==> src/rtl/ex_stage_if.sv <==
// ID/EX-to-EX/MEM bus of the execute stage.
// master = upstream pipeline side, slave = ex_stage.
interface ex_stage_if #(
  parameter int DW = 32
);
  // ID/EX side
  logic [1:0]    wb_ctl;
  logic [2:0]    m_ctl;
  logic [3:0]    ex_ctl;
  logic [DW-1:0] npc;
  logic [DW-1:0] rdata1;
  logic [DW-1:0] rdata2;
  logic [DW-1:0] s_extend;
  logic [4:0]    instr_2016;
  logic [4:0]    instr_1511;
  // hazard unit
  logic          stall_out;
  // EX/MEM side
  logic [1:0]    wb_ctlout;
  logic [2:0]    m_ctlout;
  logic [DW-1:0] add_result;
  logic          zero;
  logic [DW-1:0] alu_result;
  logic [DW-1:0] rdata2out;
  logic [4:0]    muxout;

  modport master (
    output wb_ctl, m_ctl, ex_ctl, npc, rdata1, rdata2, s_extend, instr_2016, instr_1511,
    input  stall_out, wb_ctlout, m_ctlout, add_result, zero, alu_result, rdata2out, muxout
  );

  modport slave (
    input  wb_ctl, m_ctl, ex_ctl, npc, rdata1, rdata2, s_extend, instr_2016, instr_1511,
    output stall_out, wb_ctlout, m_ctlout, add_result, zero, alu_result, rdata2out, muxout
  );
endinterface

==> src/rtl/ex_stage.sv <==
// Execute stage: ALU + ALU control, branch-target adder, destination mux,
// iterative signed multiplier with HI/LO, and the EX/MEM pipeline register.
module ex_stage #(
  parameter int DW      = 32,
  parameter int MUL_CYC = 32
) (
  input  logic      clk,
  input  logic      reset,
  input  logic      flush,
  ex_stage_if.slave ex
);
  localparam int CW = $clog2(MUL_CYC);

  typedef enum logic [1:0] {IDLE, MUL, DONE} state_t;

  state_t state_q, state_d;
  logic [CW-1:0]   count_q, count_d;
  logic [2*DW-1:0] mcand_q, mcand_d;
  logic [DW-1:0]   mplier_q, mplier_d;
  logic [2*DW-1:0] acc_q, acc_d;
  logic            sign_q, sign_d;
  logic [DW-1:0]   hi_q, hi_d;
  logic [DW-1:0]   lo_q, lo_d;

  logic [1:0]    wb_q, wb_d;
  logic [2:0]    m_q, m_d;
  logic [DW-1:0] add_q, add_d;
  logic          zero_q, zero_d;
  logic [DW-1:0] alu_q, alu_d;
  logic [DW-1:0] rd2_q, rd2_d;
  logic [4:0]    mux_q, mux_d;

  logic          stall;
  logic [1:0]    alu_op;
  logic [5:0]    funct;
  logic [DW-1:0] op_b;
  logic [DW-1:0] alu_out;
  logic          is_mult;
  logic [DW-1:0] rs_mag;
  logic [DW-1:0] rt_mag;
  logic [2*DW-1:0] product;

  assign alu_op  = ex.ex_ctl[2:1];
  assign funct   = ex.s_extend[5:0];
  assign op_b    = ex.ex_ctl[0] ? ex.s_extend : ex.rdata2;
  assign is_mult = (alu_op == 2'b10) && (funct == 6'h18);
  // Unsigned DW-bit magnitude still represents 2^(DW-1), so the most
  // negative operand needs no extra bit.
  assign rs_mag  = ex.rdata1[DW-1] ? (~ex.rdata1 + 1'b1) : ex.rdata1;
  assign rt_mag  = ex.rdata2[DW-1] ? (~ex.rdata2 + 1'b1) : ex.rdata2;
  assign product = sign_q ? (~acc_q + 1'b1) : acc_q;

  // ALU and ALU control decode
  always_comb begin
    alu_out = '0;
    unique case (alu_op)
      2'b00: alu_out = ex.rdata1 + op_b;
      2'b01: alu_out = ex.rdata1 - op_b;
      2'b10: begin
        case (funct)
          6'h20:   alu_out = ex.rdata1 + op_b;
          6'h22:   alu_out = ex.rdata1 - op_b;
          6'h24:   alu_out = ex.rdata1 & op_b;
          6'h25:   alu_out = ex.rdata1 | op_b;
          6'h2A:   alu_out = ($signed(ex.rdata1) < $signed(op_b)) ? DW'(1) : '0;
          6'h10:   alu_out = hi_q;
          6'h12:   alu_out = lo_q;
          default: alu_out = '0;
        endcase
      end
      default: alu_out = '0;
    endcase
  end

  // State, multiplier and EX/MEM registers
  always_ff @(posedge clk) begin
    if (reset) begin
      state_q  <= IDLE;
      count_q  <= '0;
      mcand_q  <= '0;
      mplier_q <= '0;
      acc_q    <= '0;
      sign_q   <= 1'b0;
      hi_q     <= '0;
      lo_q     <= '0;
      wb_q     <= '0;
      m_q      <= '0;
      add_q    <= '0;
      zero_q   <= 1'b0;
      alu_q    <= '0;
      rd2_q    <= '0;
      mux_q    <= '0;
    end else begin
      state_q  <= state_d;
      count_q  <= count_d;
      mcand_q  <= mcand_d;
      mplier_q <= mplier_d;
      acc_q    <= acc_d;
      sign_q   <= sign_d;
      hi_q     <= hi_d;
      lo_q     <= lo_d;
      wb_q     <= wb_d;
      m_q      <= m_d;
      add_q    <= add_d;
      zero_q   <= zero_d;
      alu_q    <= alu_d;
      rd2_q    <= rd2_d;
      mux_q    <= mux_d;
    end
  end

  // Next-state: flush aborts any multiply in flight
  always_comb begin
    state_d = state_q;
    if (flush) begin
      state_d = IDLE;
    end else begin
      unique case (state_q)
        IDLE:    if (is_mult) state_d = MUL;
        MUL:     if (count_q == CW'(MUL_CYC - 1)) state_d = DONE;
        DONE:    state_d = IDLE;
        default: state_d = IDLE;
      endcase
    end
  end

  // Shift-add multiplier datapath and HI/LO update
  always_comb begin
    count_d  = count_q;
    mcand_d  = mcand_q;
    mplier_d = mplier_q;
    acc_d    = acc_q;
    sign_d   = sign_q;
    hi_d     = hi_q;
    lo_d     = lo_q;
    if (!flush) begin
      unique case (state_q)
        IDLE: begin
          if (is_mult) begin
            mcand_d  = {{DW{1'b0}}, rs_mag};
            mplier_d = rt_mag;
            sign_d   = ex.rdata1[DW-1] ^ ex.rdata2[DW-1];
            acc_d    = '0;
            count_d  = '0;
          end
        end
        MUL: begin
          acc_d    = acc_q + (mplier_q[0] ? mcand_q : '0);
          mcand_d  = mcand_q << 1;
          mplier_d = mplier_q >> 1;
          count_d  = count_q + CW'(1);
        end
        DONE: begin
          hi_d = product[2*DW-1:DW];
          lo_d = product[DW-1:0];
        end
        default: ;
      endcase
    end
  end

  // Outputs: stall to hazard unit and EX/MEM next values
  always_comb begin
    stall = ((state_q == IDLE) && is_mult) || (state_q == MUL);
    wb_d   = '0;
    m_d    = '0;
    add_d  = '0;
    zero_d = 1'b0;
    alu_d  = '0;
    rd2_d  = '0;
    mux_d  = '0;
    if (!flush && !stall) begin
      // The held MULT retires here without a register write.
      wb_d   = (state_q == DONE) ? 2'b00 : ex.wb_ctl;
      m_d    = ex.m_ctl;
      add_d  = ex.npc + (ex.s_extend << 2);
      alu_d  = alu_out;
      zero_d = (alu_out == '0);
      rd2_d  = ex.rdata2;
      mux_d  = ex.ex_ctl[3] ? ex.instr_1511 : ex.instr_2016;
    end
  end

  assign ex.stall_out  = stall;
  assign ex.wb_ctlout  = wb_q;
  assign ex.m_ctlout   = m_q;
  assign ex.add_result = add_q;
  assign ex.zero       = zero_q;
  assign ex.alu_result = alu_q;
  assign ex.rdata2out  = rd2_q;
  assign ex.muxout     = mux_q;
endmodule
==> src/flat_wrapper.sv <==
// flat-port wrapper written by rule: the top's interface ports become plain ports
module ex_stage_flat 
#(
  parameter int DW      = 32,
  parameter int MUL_CYC = 32
)
  (clk, reset, flush, ex_wb_ctl, ex_m_ctl, ex_ex_ctl, ex_npc, ex_rdata1, ex_rdata2, ex_s_extend, ex_instr_2016, ex_instr_1511, ex_stall_out, ex_wb_ctlout, ex_m_ctlout, ex_add_result, ex_zero, ex_alu_result, ex_rdata2out, ex_muxout);
  ex_stage_if #(.DW(DW)) ex_i ();
  input  logic clk;
  input  logic reset;
  input  logic flush;
  input wire logic [$bits(ex_i.wb_ctl)-1:0] ex_wb_ctl;
  input wire logic [$bits(ex_i.m_ctl)-1:0] ex_m_ctl;
  input wire logic [$bits(ex_i.ex_ctl)-1:0] ex_ex_ctl;
  input wire logic [$bits(ex_i.npc)-1:0] ex_npc;
  input wire logic [$bits(ex_i.rdata1)-1:0] ex_rdata1;
  input wire logic [$bits(ex_i.rdata2)-1:0] ex_rdata2;
  input wire logic [$bits(ex_i.s_extend)-1:0] ex_s_extend;
  input wire logic [$bits(ex_i.instr_2016)-1:0] ex_instr_2016;
  input wire logic [$bits(ex_i.instr_1511)-1:0] ex_instr_1511;
  output wire logic [$bits(ex_i.stall_out)-1:0] ex_stall_out;
  output wire logic [$bits(ex_i.wb_ctlout)-1:0] ex_wb_ctlout;
  output wire logic [$bits(ex_i.m_ctlout)-1:0] ex_m_ctlout;
  output wire logic [$bits(ex_i.add_result)-1:0] ex_add_result;
  output wire logic [$bits(ex_i.zero)-1:0] ex_zero;
  output wire logic [$bits(ex_i.alu_result)-1:0] ex_alu_result;
  output wire logic [$bits(ex_i.rdata2out)-1:0] ex_rdata2out;
  output wire logic [$bits(ex_i.muxout)-1:0] ex_muxout;
  assign ex_i.wb_ctl = ex_wb_ctl;
  assign ex_i.m_ctl = ex_m_ctl;
  assign ex_i.ex_ctl = ex_ex_ctl;
  assign ex_i.npc = ex_npc;
  assign ex_i.rdata1 = ex_rdata1;
  assign ex_i.rdata2 = ex_rdata2;
  assign ex_i.s_extend = ex_s_extend;
  assign ex_i.instr_2016 = ex_instr_2016;
  assign ex_i.instr_1511 = ex_instr_1511;
  assign ex_stall_out = ex_i.stall_out;
  assign ex_wb_ctlout = ex_i.wb_ctlout;
  assign ex_m_ctlout = ex_i.m_ctlout;
  assign ex_add_result = ex_i.add_result;
  assign ex_zero = ex_i.zero;
  assign ex_alu_result = ex_i.alu_result;
  assign ex_rdata2out = ex_i.rdata2out;
  assign ex_muxout = ex_i.muxout;
  ex_stage #(.DW(DW), .MUL_CYC(MUL_CYC)) u_core (.clk(clk), .reset(reset), .flush(flush), .ex(ex_i));
endmodule
==> config.mk <==
export PLATFORM = sky130hd
export DESIGN_NAME = ex_stage_flat
export DESIGN_NICKNAME = d
export VERILOG_FILES = /design/src/rtl/ex_stage_if.sv /design/src/rtl/ex_stage.sv /design/src/flat_wrapper.sv
export SDC_FILE = /design/constraint.sdc
export NUM_CORES = 1
export LEC_CHECK = 0
export BUFFER_PORTS_ARGS = -buffer_cell sky130_fd_sc_hd__buf_2
export CAP_MARGIN = 40
export CORE_MARGIN = 4
export CORE_UTILIZATION = 55
export DETAILED_ROUTE_END_ITERATION = 10
export GPL_ROUTABILITY_DRIVEN = 0
export PLACE_DENSITY_LB_ADDON = 0.05
export SYNTH_ARGS = -nofsm -noshare
export SYNTH_HDL_FRONTEND = slang
export SYNTH_SLANG_ARGS = --single-unit
export TNS_END_PERCENT = 10
==> constraint.sdc <==
create_clock -name clk -period 5.1 [get_ports clk]
set_input_delay 1.02 -clock clk [delete_from_list [all_inputs] [get_ports clk]]
set_output_delay 1.02 -clock clk [all_outputs]
set_load 0.02 [all_outputs]
-- After elaboration in Yosys (flattened, before gate mapping)
Index checks and enable logic that the tools add are counted.
- register bits: 339
- bits in latches: 0
- RAM bits: 0
- ROM bits: 0
- input port bits: 150
- output and inout bits: 108
- memories: 0
- add/subtract/negate cells: 8
- multiply operators: 0
- div/mod/pow operators: 0
- magnitude comparators: 1
- equal/unequal tests: 15
- shift-type cells: 0
- muxes and demuxes: 20
- bitwise operators: 8
- reduce and logical (&&, ||, !) cells: 17
- operators with widths (kind ; number):
    two-way mux 64 bit ; 4
    one-hot mux 64 bit (2 select lines) ; 2
    one-hot mux 32 bit (7 select lines) ; 1
    two-way mux 32 bit ; 4
    one-hot mux 32 bit (3 select lines) ; 1
    adder 32 x 1 -> 32 bit, second input constant ; 2
    adder 32 bit ; 2
    adder 64 x 1 -> 64 bit, second input constant ; 1
    adder 64 bit ; 1
    inverter 32 bit ; 2
    inverter 64 bit ; 1
    one-hot mux 32 bit (2 select lines) ; 1
    AND 32 bit ; 1
    logical NOT 32 bit ; 1
    less-than comparator 32 bit ; 1
    OR 32 bit ; 1
    subtractor 32 bit ; 1
    equality test 6 bit, second input constant ; 5
    equality test 6 x 5 -> 1 bit, second input constant ; 3
    two-way mux 5 bit ; 2
    one-hot mux 5 bit (2 select lines) ; 1
    AND reduction 3 bit ; 2
    adder 5 x 1 -> 5 bit, second input constant ; 1
    equality test 5 bit, second input constant ; 1
    16 further kinds ; 27

-- Depth between registers and ports, before layout
Gate-level depths: netlist of run 1.
- depth in word-level cells: 8
- mapped depth: 19
- depth with buffers taken out: 17

-- Worst setup path after synthesis of run 1
OpenSTA, ideal clock, no wires.
- path kind: input to register
- start: input ex_ex_ctl[0]
- end: register u_core.zero_q, in the netlist u_core.ex.zero
- data arrival time: 5145 ps
- required time: 5008 ps
- slack: -137 ps
- stages on the path: 18
- path buffers: 2
- path through: clkbuf_1 > clkbuf_1 > o21a_1 > inv_1 > ha_1 > fa_1 > o21bai_1 > a221oi_1 > nor4b_1 > nor4b_1 > a21oi_1 > a221oi_1 > o22ai_1 > a2111oi_0 > nand4_1 > a2111oi_0 > nand4b_1 > nor4_1
- word-level cells in the longest chain between the ends: 6
- elaborated cells between the ends (all ways): 10
- RTL lines (what ; line ; source):
    start: declaration ; flat_wrapper.sv:14 ; input wire logic [$bits(ex_i.ex_ctl)-1:0] ex_ex_ctl;
    two-way mux 32 bit * ; ex_stage.sv:45 ; assign op_b = ex.ex_ctl[0] ? ex.s_extend : ex.rdata2;
    less-than comparator 32 bit ; ex_stage.sv:65 ; 6'h2A: alu_out = ($signed(ex.rdata1) < $signed(op_b)) ? DW'(1) : '0;
    two-way mux 1 bit ; ex_stage.sv:65 ;
    one-hot mux 32 bit (7 select lines) ; ex_stage.sv:60 ; case (funct)
    one-hot mux 32 bit (3 select lines) * ; ex_stage.sv:56 ; unique case (alu_op)
    logical NOT 32 bit * ; ex_stage.sv:178 ; zero_d = (alu_out == '0);
    end signal: assignment ; ex_stage.sv:105 ; zero_q <= zero_d;
    end: declaration ; ex_stage.sv:28 ; logic zero_q, zero_d;
Mark *: on every way between the ends. The rest lies on a longest branch, timed or not.
A chain may end at the register's enable or synchronous reset.

-- Worst setup path in the final report of run 1
Same ends and word-level chain as after synthesis.

==> results of run 1 <==
placed cells by master (no fill, tap or decap), types with 11 or more instances in the layout:
master / count
a21o_1: 59
buf_2: 256
o221ai_1: 11
clkbuf_8: 13
nand2_1: 211
o211ai_1: 36
or3_1: 26
o31ai_1: 49
and3_1: 19
xnor2_1: 92
inv_1: 138
a21oi_1: 257
clkbuf_16: 38
a22oi_1: 35
and2_1: 127
nand2b_1: 34
o21a_1: 19
nor4_1: 15
xor2_1: 118
mux2i_1: 48
or4_1: 20
nor2_1: 348
ha_1: 221
dfxtp_1: 338
nor2b_1: 30
nor3_1: 45
buf_4: 243
a221oi_1: 19
a211oi_1: 126
a31oi_1: 28
nand4_1: 31
a22o_1: 44
o41ai_1: 25
o21ai_0: 175
o21bai_1: 27
nand3_1: 38
what timing repair did:
item,in CTS,in global routing
pin swaps,0,5
setup endpoints to repair,1,1
buffers inserted,0,1
resized for setup,1,15
hold buffers,0,0
power groups by stage:
stage / clock network [mW] / logic (mW) / registers [mW]
after floorplan: 0 / 0.845 / 2.83
after global placement: 0 / 1.59 / 2.77
after detailed placement: 0 / 1.61 / 2.77
after CTS: 3.02 / 1.63 / 2.71
after global routing: 3.13 / 1.81 / 2.71
final: 2.98 / 1.69 / 2.71
stage by stage:
step	instances	setup WS (ns)
after floorplan	3164	0.0263
after global placement	4081	-0.555
after detailed placement	4083	-0.617
after CTS	4153	0.0711
after global routing	4163	-0.0318
final	4164	0.260
worst max path at each step:
stage | cells past startpoint | endpoint | start
2_1_floorplan | 17 | u_core.ex.zero$_SDFF_PP0_ | ex_ex_ctl[0]
3_3_place_gp | 21 | u_core.ex.zero$_SDFF_PP0_ | ex_rdata2[0]
3_5_place_dp | 21 | u_core.ex.zero$_SDFF_PP0_ | ex_rdata2[0]
4_1_cts | 20 | u_core.ex.zero$_SDFF_PP0_ | ex_ex_ctl[0]
5_1_grt | 21 | u_core.ex.zero$_SDFF_PP0_ | ex_rdata2[0]
6_report | 19 | u_core.ex.zero$_SDFF_PP0_ | ex_ex_ctl[0]
cells by family (layout without fill, tap and decap cells):
| kind of cell | after synthesis | after routing | synth area share |
|---|---|---|---|
| adder cells (fa/ha/maj) | 225 | 225 | 0.114 |
| multiplexers | 50 | 50 | 0.0202 |
| buffers and inverters | 322 | 720 | 0.0485 |
| flip-flops | 339 | 339 | 0.272 |
| AND/OR/NAND/NOR | 1008 | 1008 | 0.200 |
| XOR/XNOR | 210 | 210 | 0.0738 |
| AO/OA/AOI/OAI | 1010 | 1010 | 0.271 |
| other | 0 | 10 | 0 |
worst register-to-register path: cells and delay by family, from the launching register on:
kind,cells,cell delay [ns]
AO/OA/AOI/OAI,2,0.51
AND/OR/NAND/NOR,9,3.37
flip-flops,1,0.37
XOR/XNOR,1,0.11
area by class of cell:
cell class                 count  area, um2  share of cell area
multi-input combinational   2503      17100               0.572
tap                          592        741              0.0249
timing repair buffer         510       3300               0.111
clock inverter                11        201             0.00676
antenna                       10       25.0            0.000840
sequential                   339       6790               0.228
clock buffer                  59       1160              0.0389
inverter                     140        526              0.0176
sequential cells by signal, summed over array words and instances (netlist names):
register	cells
u_core.acc_q	64
u_core.ex.add_result	32
u_core.mplier_q	32
u_core.count_q	5
u_core.ex.m_ctlout	3
u_core.ex.rdata2out	32
u_core.hi_q	32
u_core.mcand_q	64
u_core.sign_q	1
u_core.ex.alu_result	32
u_core.state_q	2
u_core.ex.zero	1
u_core.ex.muxout	5
u_core.ex.wb_ctlout	2
u_core.lo_q	32
per-layer routing:
| metal | wire, um | part of all wire | vias up | track usage |
|---|---|---|---|---|
| li1 | - | - | 12160 | - |
| met2 | 39500 | 0.45 | 1230 | 0.550 |
| met4 | 3860 | 0.044 | 4 | 0.141 |
| met1 | 35400 | 0.41 | 12094 | 0.442 |
| met5 | 22 | 0.00025 | - | 0 |
| met3 | 7950 | 0.092 | 235 | 0.0570 |
==> run_results.csv, run 1 <==
group,metric,value,unit
clocking,clockBufferDepth,3,
sta,slew_headroom,0.421,
detailed_routing,drtPass1Iterations,7,
power_and_ir_drop,p_leak,13.4,nW
sta,tightestPinTransition,0.868,ns
floorplan,fp.dieH,221,um
setup_path,crit_path_max_incr_delay,0.57,ns
clocking,htree_levels,2,
clocking,numCtsBuffers,38,
floorplan,start_util,0.560,
grt,grt_pass1_vias,24486,
logic_synthesis,synth_top_area_share,0.272,
logic_synthesis,synthDistinctLibCells,83,
grt,grt_usage,0.336,
setup_path,crit_path_start_kind,"input port",
clocking,clock_latency,0.58,ns
floorplan,die-width,221,um
logic_synthesis,synthTopCellsByArea,"dfxtp_1 27%, ha_1 11%, nor2_1 5.3%",
power_and_ir_drop,intPower,5.19,mW
floorplan,core-area,44500,um2
setup_path,crit_fanout,6,
clocking,clk_pin_slew,0.06,ns
grt,grt_max_degree,125,
min_path,hold_path.startpoint,"u_core.mplier_q[4]$_SDFFE_PP0P_",
sta,holdWs,0.455,ns
sta,finalSetupTns,0,ns
place,io_buffers,257,
setup_path,crit_buf_inv,4,
power_and_ir_drop,power,7.38,mW
place,placedInstanceArea,28300,um2
power_and_ir_drop,power_frac_comb,0.229,
logic_synthesis,synth_most_common_cell,"nor2_1",
detailed_routing,drc_errors,0,
logic_synthesis,syn-num-nets,3539,
floorplan,dieArea,48800,um2
detailed_routing,ant_nets,0,
sta,fmax,207,MHz
grt,grt_pass1_wl,135,mm
power_and_ir_drop,clkPwrFrac,0.404,
sta,fin_crit_sh,0.949,
power_and_ir_drop,switching_share,0.297,
logic_synthesis,syn-cell-area,24900,um2
outcome,status,"complete, no violations",
logic_synthesis,synthCells,3164,
final_layout,drive_gt1_frac,0.177,
setup_path,regToRegStartpoint,"u_core.acc_q[22]$_SDFFE_PP0P_",
detailed_routing,viasPerCell,6.18,
floorplan,io_pins,258,
setup_path,arrival,5.33,ns
final_layout,fin_nets,3907,
detailed_routing,drt_iter0_drc,2507,
logic_synthesis,yosysTopAreaCell,"dfxtp_1",
setup_path,required,5.59,ns
logic_synthesis,synth_edf_count,0,
setup_path,cpMaxStageDelayCell,"or4_1",
place,hpwlAfterDp,66.8,mm
clocking,cts.sinks,339,
setup_path,ff2ff_path_depth,12,
detailed_routing,routed_wirelength,86.7,mm
logic_synthesis,async_flop_share,0,
flow_run,maxCapViolCount,0,
final_layout,area.growth.synth_to_final,19.6,%
floorplan,num_rows,77,
power_and_ir_drop,seq_power_share,0.368,
setup_path,path_delay_family,"compound AO/OA/AOI/OAI gates",
logic_synthesis,ys.flop_type,"dfxtp_1",
setup_path,worst-r2r-setup-slack,0.64,ns
sta,finalHoldViolCount,0,
sta,drv_slew,0,
setup_path,cpMostUsedCell,"buf_4",
final_layout,fill_cells,3879,
clocking,tritoncts,"built",
final_layout,postLayoutCoreUtil,0.670,
detailed_routing,wire_per_inst,20.8,um
setup_path,endpoint_kind,"register",
logic_synthesis,synth_seq_cells,339,
power_and_ir_drop,power.density,248,nW/um2
setup_path,crit_type,"input port to register",
logic_synthesis,syn_avg_cell_area,7.88,um2
min_path,holdPathStages,2,
power_and_ir_drop,p_sw,2.19,mW
grt,overflow,0,
power_and_ir_drop,vdd_drop_max,0.271,mV
min_path,hold_end,"u_core.mplier_q[4]$_SDFFE_PP0P_",
logic_synthesis,ys_top_cells_by_count,"350 x nor2_1, 339 x dfxtp_1, 257 x a21oi_1",
sta,period_needed,4.84,ns
final_layout,final_area,29800,um2
setup_path,reg2reg_to,"u_core.hi_q[29]$_SDFFE_PP0P_",
sta,setup_viol,0,
setup_path,path_cells,"buf_2, buf_4, nand2_1, o21a_1, buf_4, ha_1, a211o_1, a31oi_1, or4_1, and3_1, o41ai_1, xnor2_1, a221o_1, nor4_1, nand4_1, a2111oi_2, buf_4, nand4b_1, nor4_1",
logic_synthesis,synth_warnings,0,
min_path,min_path_type,"register to register",
clocking,root_buffer,"clkbuf_16",
grt,antenna_found_initial,11,
detailed_routing,dr_total_vias,25723,
sta,fin_skew,0.0163,ns
logic_synthesis,ys_seq_area_frac,0.272,
Note: power is estimated with default switching activity, not from simulation.
==> inputs of run 2 (changes only) <==
--- a/config.mk
+++ b/config.mk
@@ -7,8 +7,10 @@
 export LEC_CHECK = 0
 export BUFFER_PORTS_ARGS = -buffer_cell sky130_fd_sc_hd__buf_2
 export CAP_MARGIN = 40
+export CELL_PAD_IN_SITES_DETAIL_PLACEMENT = 0
+export CELL_PAD_IN_SITES_GLOBAL_PLACEMENT = 1
 export CORE_MARGIN = 4
-export CORE_UTILIZATION = 55
+export CORE_UTILIZATION = 41
 export DETAILED_ROUTE_END_ITERATION = 10
 export GPL_ROUTABILITY_DRIVEN = 0
 export PLACE_DENSITY_LB_ADDON = 0.05
==> run 2 against run 1 <==
  * Via count down 1.6%
  * Clock power rose by 6%
  * Die area rose by 33%
  * Power up 3.4%
  * First-iteration DRC count is 13% lower
  * Worst setup slack worse by 0.0010 ns
  * Count of clock-buffer cells in the layout did not move
  * Clock skew is 0.016 ns higher
  * Combinational power grew 4%
  * Sequential power hardly changed
  * Design area up 1.8%
==> run_results.csv, run 2 (synthesis gave the netlist of run 1 again) <==
group,metric,value,unit
grt,grt_pass1_vias,24048,
clocking,numCtsBuffers,42,
power_and_ir_drop,seq_power_share,0.355,
outcome,status,"complete, no violations",
grt,antenna_found_initial,2,
setup_path,crit_path_max_incr_delay,0.50,ns
sta,rsz0062_at_grt,"no",
setup_path,endpoint_kind,"register",
sta,tightestPinTransition,0.892,ns
detailed_routing,viasPerCell,5.78,
setup_path,crit_fanout,4,
setup_path,crit_type,"input port to register",
place,dp_slack,-0.598,ns
place,hpwlAfterDp,74.2,mm
final_layout,postLayoutCoreUtil,0.503,
power_and_ir_drop,power,7.63,mW
setup_path,cpMostUsedCell,"buf_4",
setup_path,crit_path_start_kind,"input port",
final_layout,reg.largest.list,"u_core.acc_q: 64 flops, u_core.mcand_q: 64 flops",
detailed_routing,ant_nets,0,
floorplan,io_pins,258,
setup_path,crit_buf_inv,6,
clocking,cts_hold_buffers,0,
power_and_ir_drop,intPower,5.34,mW
setup_path,arrival,5.34,ns
power_and_ir_drop,power.density,252,nW/um2
grt,grt_max_degree,125,
sta,finalHoldViolCount,0,
detailed_routing,wire_per_inst,21.7,um
setup_path,path_cells,"buf_2, inv_1, o21a_1, inv_1, buf_4, ha_1, fa_1, nor2b_1, o31ai_2, buf_4, a21o_1, nand3_1, a211oi_2, a21oi_1, or4_1, mux2i_1, o21ai_0, a2111oi_2, buf_4, nand4b_1, nor4_1",
floorplan,core-area,60200,um2
final_layout,area.growth.synth_to_final,21.7,%
power_and_ir_drop,p_leak,13.6,nW
grt,grt_usage,0.281,
sta,fmax,207,MHz
detailed_routing,drtPass1Iterations,6,
floorplan,fp.dieH,255,um
power_and_ir_drop,power_frac_comb,0.229,
clocking,htree_levels,2,
clocking,clockBufferDepth,3,
setup_path,required,5.60,ns
clocking,tritoncts,"built",
power_and_ir_drop,switching_share,0.300,
sta,setup_viol,0,
final_layout,mostFrequentLayoutCell,"nor2_1",
setup_path,path_delay_family,"compound AO/OA/AOI/OAI gates",
power_and_ir_drop,p_sw,2.29,mW
sta,holdWs,0.460,ns
min_path,min_path_type,"register to register",
detailed_routing,routed_wirelength,95.0,mm
power_and_ir_drop,clkPwrFrac,0.415,
floorplan,die-width,255,um
sta,slew_headroom,0.397,
clocking,root_buffer,"clkbuf_16",
floorplan,dieArea,64800,um2
sta,finalSetupTns,0,ns
sta,period_needed,4.84,ns
sta,final.setup.worst_slack,0.259,ns
clocking,cts.sinks,339,
final_layout,drive_gt1_frac,0.185,
final_layout,final_cell_mix,"348 x nor2_1, 338 x dfxtp_1, 279 x buf_4, 256 x a21oi_1, 255 x buf_2",
grt,overflow,0,
sta,drv_slew,0,
sta,fin_skew,0.0322,ns
detailed_routing,drt_iter0_drc,2186,
detailed_routing,dr_total_vias,25324,
place,io_buffers,257,
flow_run,maxCapViolCount,0,
clocking,clk_pin_slew,0.06,ns
detailed_routing,drc_errors,0,
sta,fin_crit_sh,0.949,
final_layout,fin_nets,3943,
setup_path,cpMaxStageDelayCell,"or4_1",
grt,grt_pass1_wl,143,mm
clocking,clock_latency,0.60,ns
floorplan,start_util,0.414,
power_and_ir_drop,vdd_drop_max,0.242,mV
floorplan,num_rows,90,
-- run 2: changes by cell type in the layout (fill, tap and decap cells not counted), moves of 2 or more --
cell / previous run / this run
buf_12: 8 / 4
diode_2: 10 / 2
a2111oi_1: 3 / 1
a2111oi_0: 7 / 9
clkbuf_1: 8 / 5
buf_16: 0 / 2
buf_4: 243 / 279
clkbuf_16: 38 / 42
-- run 2: tightest hold or removal path, delay by kind of cell, from the launching register on --
family	cells	cell delay, ns
DFF	1	0.30
and+or+nand+nor	1	0.05
AOI/OAI and AO/OA	1	0.05
-- run 2: path summary, 6_finish.rpt --
path,start,slack [ns],cells past startpoint,end
max,ex_rdata2[0],0.26,21,u_core.ex.zero$_SDFF_PP0_
min,u_core.mplier_q[9]$_SDFFE_PP0P_,0.46,2,u_core.mplier_q[9]$_SDFFE_PP0P_
max reg2reg,u_core.mplier_q[0]$_SDFFE_PP0P_,0.64,16,u_core.acc_q[56]$_SDFFE_PP0P_
min reg2reg,u_core.mplier_q[9]$_SDFFE_PP0P_,0.46,2,u_core.mplier_q[9]$_SDFFE_PP0P_
-- run 2: power groups by stage --
stage	combinational [mW]	sequential (mW)	clock, mW
6_report	1.75	2.71	3.17
5_1_grt	1.88	2.71	3.36
4_1_cts	1.71	2.71	3.25
3_5_place_dp	1.70	2.77	0
3_3_place_gp	1.69	2.77	0
2_1_floorplan	0.845	2.83	0
-- run 2: layer usage --
metal  GRT usage  share of wire  up-vias
met5           0              0        -
met4      0.0909          0.033        0
met3      0.0446          0.064      150
met2       0.454           0.45      823
met1       0.387           0.45    12126
li1            -              -    12225
-- run 2: repair_timing --
item,4_1_cts,5_1_grt
resized for setup,0,11
hold endpoints to repair,0,0
setup buffers,0,1
endpoints found under the setup margin,0,1
-- run 2: per-stage QoR --
| step | area (um2) | cells |
|---|---|---|
| 6_report | 30300 | 4380 |
| 5_1_grt | 30300 | 4380 |
| 3_3_place_gp | 28800 | 4303 |
| 3_5_place_dp | 28800 | 4305 |
| 2_1_floorplan | 24900 | 3164 |
| 4_1_cts | 30300 | 4377 |
-- run 2: final cells by class --
type	count	area, um2
Sequential cell	339	6790
Multi-Input combinational cell	2503	17000
Tap cell	782	978
Inverter	140	526
Antenna cell	2	5.00
Clock buffer	59	1230
Timing Repair Buffer	542	3520
Fill cell	5933	29900
Clock inverter	13	234
==> inputs of run 3 (changes only) <==
--- a/config.mk
+++ b/config.mk
@@ -9,7 +9,7 @@
 export CAP_MARGIN = 40
 export CELL_PAD_IN_SITES_DETAIL_PLACEMENT = 0
 export CELL_PAD_IN_SITES_GLOBAL_PLACEMENT = 1
-export CORE_MARGIN = 4
+export CORE_MARGIN = 5
 export CORE_UTILIZATION = 41
 export DETAILED_ROUTE_END_ITERATION = 10
 export GPL_ROUTABILITY_DRIVEN = 0
==> constraint.sdc (replaced) <==
create_clock -name clk -period 4.29 [get_ports clk]
set_input_delay 0.858 -clock clk [delete_from_list [all_inputs] [get_ports clk]]
set_output_delay 0.858 -clock clk [all_outputs]
set_load 0.02 [all_outputs]
==> run 3 against run 2 <==
  * Die area up 1.6%
  * Worst setup slack worse by 0.17 ns
  * Critical path type unchanged
  * Global-route usage up 0.14 points
  * Combinational power up 34%
  * Critical endpoint unchanged
  * Wire length up 3.4%
  * Non-clock buffer count up 218
  * Core utilization up 3.5 points
==> run_results.csv, run 3 (synthesis gave the netlist of run 1 again) <==
group,metric,value,unit
sta,fin_skew,0.0330,ns
detailed_routing,ant_nets,0,
clocking,root_buffer,"clkbuf_16",
clocking,cts.sinks,339,
power_and_ir_drop,power.density,291,nW/um2
place,io_buffers,257,
floorplan,dieArea,65800,um2
grt,antenna_found_initial,4,
power_and_ir_drop,power,9.44,mW
setup_path,regToRegStartpoint,"u_core.acc_q[18]$_SDFFE_PP0P_",
power_and_ir_drop,p_leak,14.8,nW
final_layout,drive_gt1_frac,0.246,
setup_path,arrival,4.71,ns
sta,drv_slew,0,
place,placed_cells,4516,
grt,grt_usage,0.282,
clocking,htree_levels,2,
min_path,hold_path.startpoint,"u_core.mplier_q[8]$_SDFFE_PP0P_",
clocking,clk_pin_slew,0.06,ns
clocking,clockBufferDepth,3,
setup_path,cpMostUsedCell,"buf_4",
clocking,numCtsBuffers,44,
detailed_routing,drtPass1Iterations,7,
sta,finalHoldViolCount,0,
setup_path,crit_type,"input port to register",
sta,final.setup.worst_slack,0.0901,ns
setup_path,crit_fanout,6,
clocking,tritoncts,"built",
floorplan,start_util,0.414,
flow_run,maxCapViolCount,0,
place,hpwlAfterDp,78.9,mm
sta,tightestPinTransition,0.736,ns
power_and_ir_drop,switching_share,0.301,
power_and_ir_drop,power_frac_comb,0.249,
grt,grt_max_degree,88,
min_path,min_path_type,"register to register",
power_and_ir_drop,clkPwrFrac,0.410,
setup_path,crit_path_start_kind,"input port",
detailed_routing,drc_errors,0,
final_layout,final_cell_mix,"492 x buf_4, 348 x nor2_1, 338 x dfxtp_1, 255 x buf_2, 251 x a21oi_1",
sta,fmax,238,MHz
grt,grt_pass1_vias,24988,
power_and_ir_drop,p_sw,2.84,mW
floorplan,num_rows,90,
detailed_routing,wire_per_inst,21.3,um
detailed_routing,viasPerCell,5.66,
grt,grt_pass1_wl,148,mm
final_layout,reg.largest.list,"u_core.acc_q: 64 flops, u_core.mcand_q: 64 flops",
setup_path,crit_path_max_incr_delay,0.34,ns
final_layout,area.growth.synth_to_final,30.2,%
sta,finalSetupTns,0,ns
final_layout,instances_no_fill,4606,
sta,setup_viol,0,
sta,slew_headroom,0.496,
setup_path,required,4.80,ns
final_layout,mostFrequentLayoutCell,"buf_4",
floorplan,io_pins,258,
clocking,clock_latency,0.60,ns
setup_path,path_cells,"buf_12, buf_4, nand2_1, o21a_1, inv_2, buf_4, ha_1, a211o_1, a31oi_4, or4_4, buf_4, a31oi_1, buf_4, a211o_1, a31o_4, a31oi_4, mux2i_1, a2111oi_2, buf_4, nand4_1, nand4b_1, nor4_2",
floorplan,core-area,60200,um2
final_layout,postLayoutCoreUtil,0.538,
sta,period_needed,4.20,ns
setup_path,critPathLaunch,"ex_ex_ctl[0]",
outcome,status,"complete, no violations",
power_and_ir_drop,intPower,6.60,mW
floorplan,fp.dieH,257,um
floorplan,die-width,257,um
detailed_routing,dr_total_vias,26092,
setup_path,endpoint_kind,"register",
power_and_ir_drop,vdd_drop_max,0.275,mV
detailed_routing,drt_iter0_drc,2321,
sta,rsz0062_at_grt,"yes",
place,dp_slack,-1.09,ns
setup_path,cpMaxStageDelayCell,"a211o_1",
sta,fin_crit_sh,0.979,
power_and_ir_drop,seq_power_share,0.342,
final_layout,fin_nets,4163,
grt,overflow,0,
detailed_routing,routed_wirelength,98.2,mm
==> run 3: final timing paths <==
path | end | slack (ns) | depth (start not counted)
worst max-delay path | u_core.ex.zero$_SDFF_PP0_ | 0.09 | 22
worst min-delay path | u_core.mplier_q[8]$_SDFFE_PP0P_ | 0.45 | 2
worst max register to register | u_core.hi_q[29]$_SDFFE_PP0P_ | 0.13 | 12
worst min register to register | u_core.mplier_q[8]$_SDFFE_PP0P_ | 0.45 | 2
==> run 3: timing repair <==
| action | in CTS | in global routing |
|---|---|---|
| pin swaps | 3 | 31 |
| hold buffers | 0 | 0 |
| setup buffers | 0 | 8 |
| resized for setup | 19 | 67 |
| endpoints found under the setup margin | 6 | 13 |
| cloned | 0 | 0 |
==> run 3: layout make-up <==
| type | instances | area, um2 |
|---|---|---|
| Clock inverter | 22 | 284 |
| Sequential cell | 339 | 6790 |
| Inverter | 140 | 528 |
| Clock buffer | 57 | 1230 |
| Tap cell | 782 | 978 |
| Multi-Input combinational cell | 2503 | 17400 |
| Antenna cell | 3 | 7.51 |
| Timing Repair Buffer | 760 | 5230 |
| Fill cell | 5867 | 27800 |
==> run 3: power by group through the flow <==
| stage | logic (mW) | clock network [mW] | registers, mW |
|---|---|---|---|
| final | 2.35 | 3.87 | 3.22 |
| after global routing | 2.52 | 4.10 | 3.23 |
| after CTS | 2.23 | 3.97 | 3.22 |
| after detailed placement | 2.20 | 0 | 3.29 |
| after global placement | 2.18 | 0 | 3.29 |
| after floorplan | 1.02 | 0 | 3.37 |
==> run 3: per-layer routing <==
metal	wire, um	GRT usage	vias to the layer above
li1	-	-	12696
met1	42800	0.379	12399
met2	45200	0.462	844
met3	6560	0.0450	153
met4	3630	0.101	0
met5	0	0	-
==> run 3: critical path, delay by kind of cell <==
family | cells | cell delay (ns)
AO/OA/AOI/OAI | 8 | 1.86
adder cells (fa/ha/maj) | 1 | 0.19
buffers and inverters | 7 | 0.93
multiplexers | 1 | 0.12
AND/OR/NAND/NOR | 5 | 0.73
==> run 3: stage by stage <==
step / hold WS, ns / instance area [um2]
after floorplan: 0.436 / 25000
after global placement: 0.443 / 30400
after detailed placement: 0.446 / 30500
after CTS: 0.446 / 32100
after global routing: 0.468 / 32400
final: 0.454 / 32400
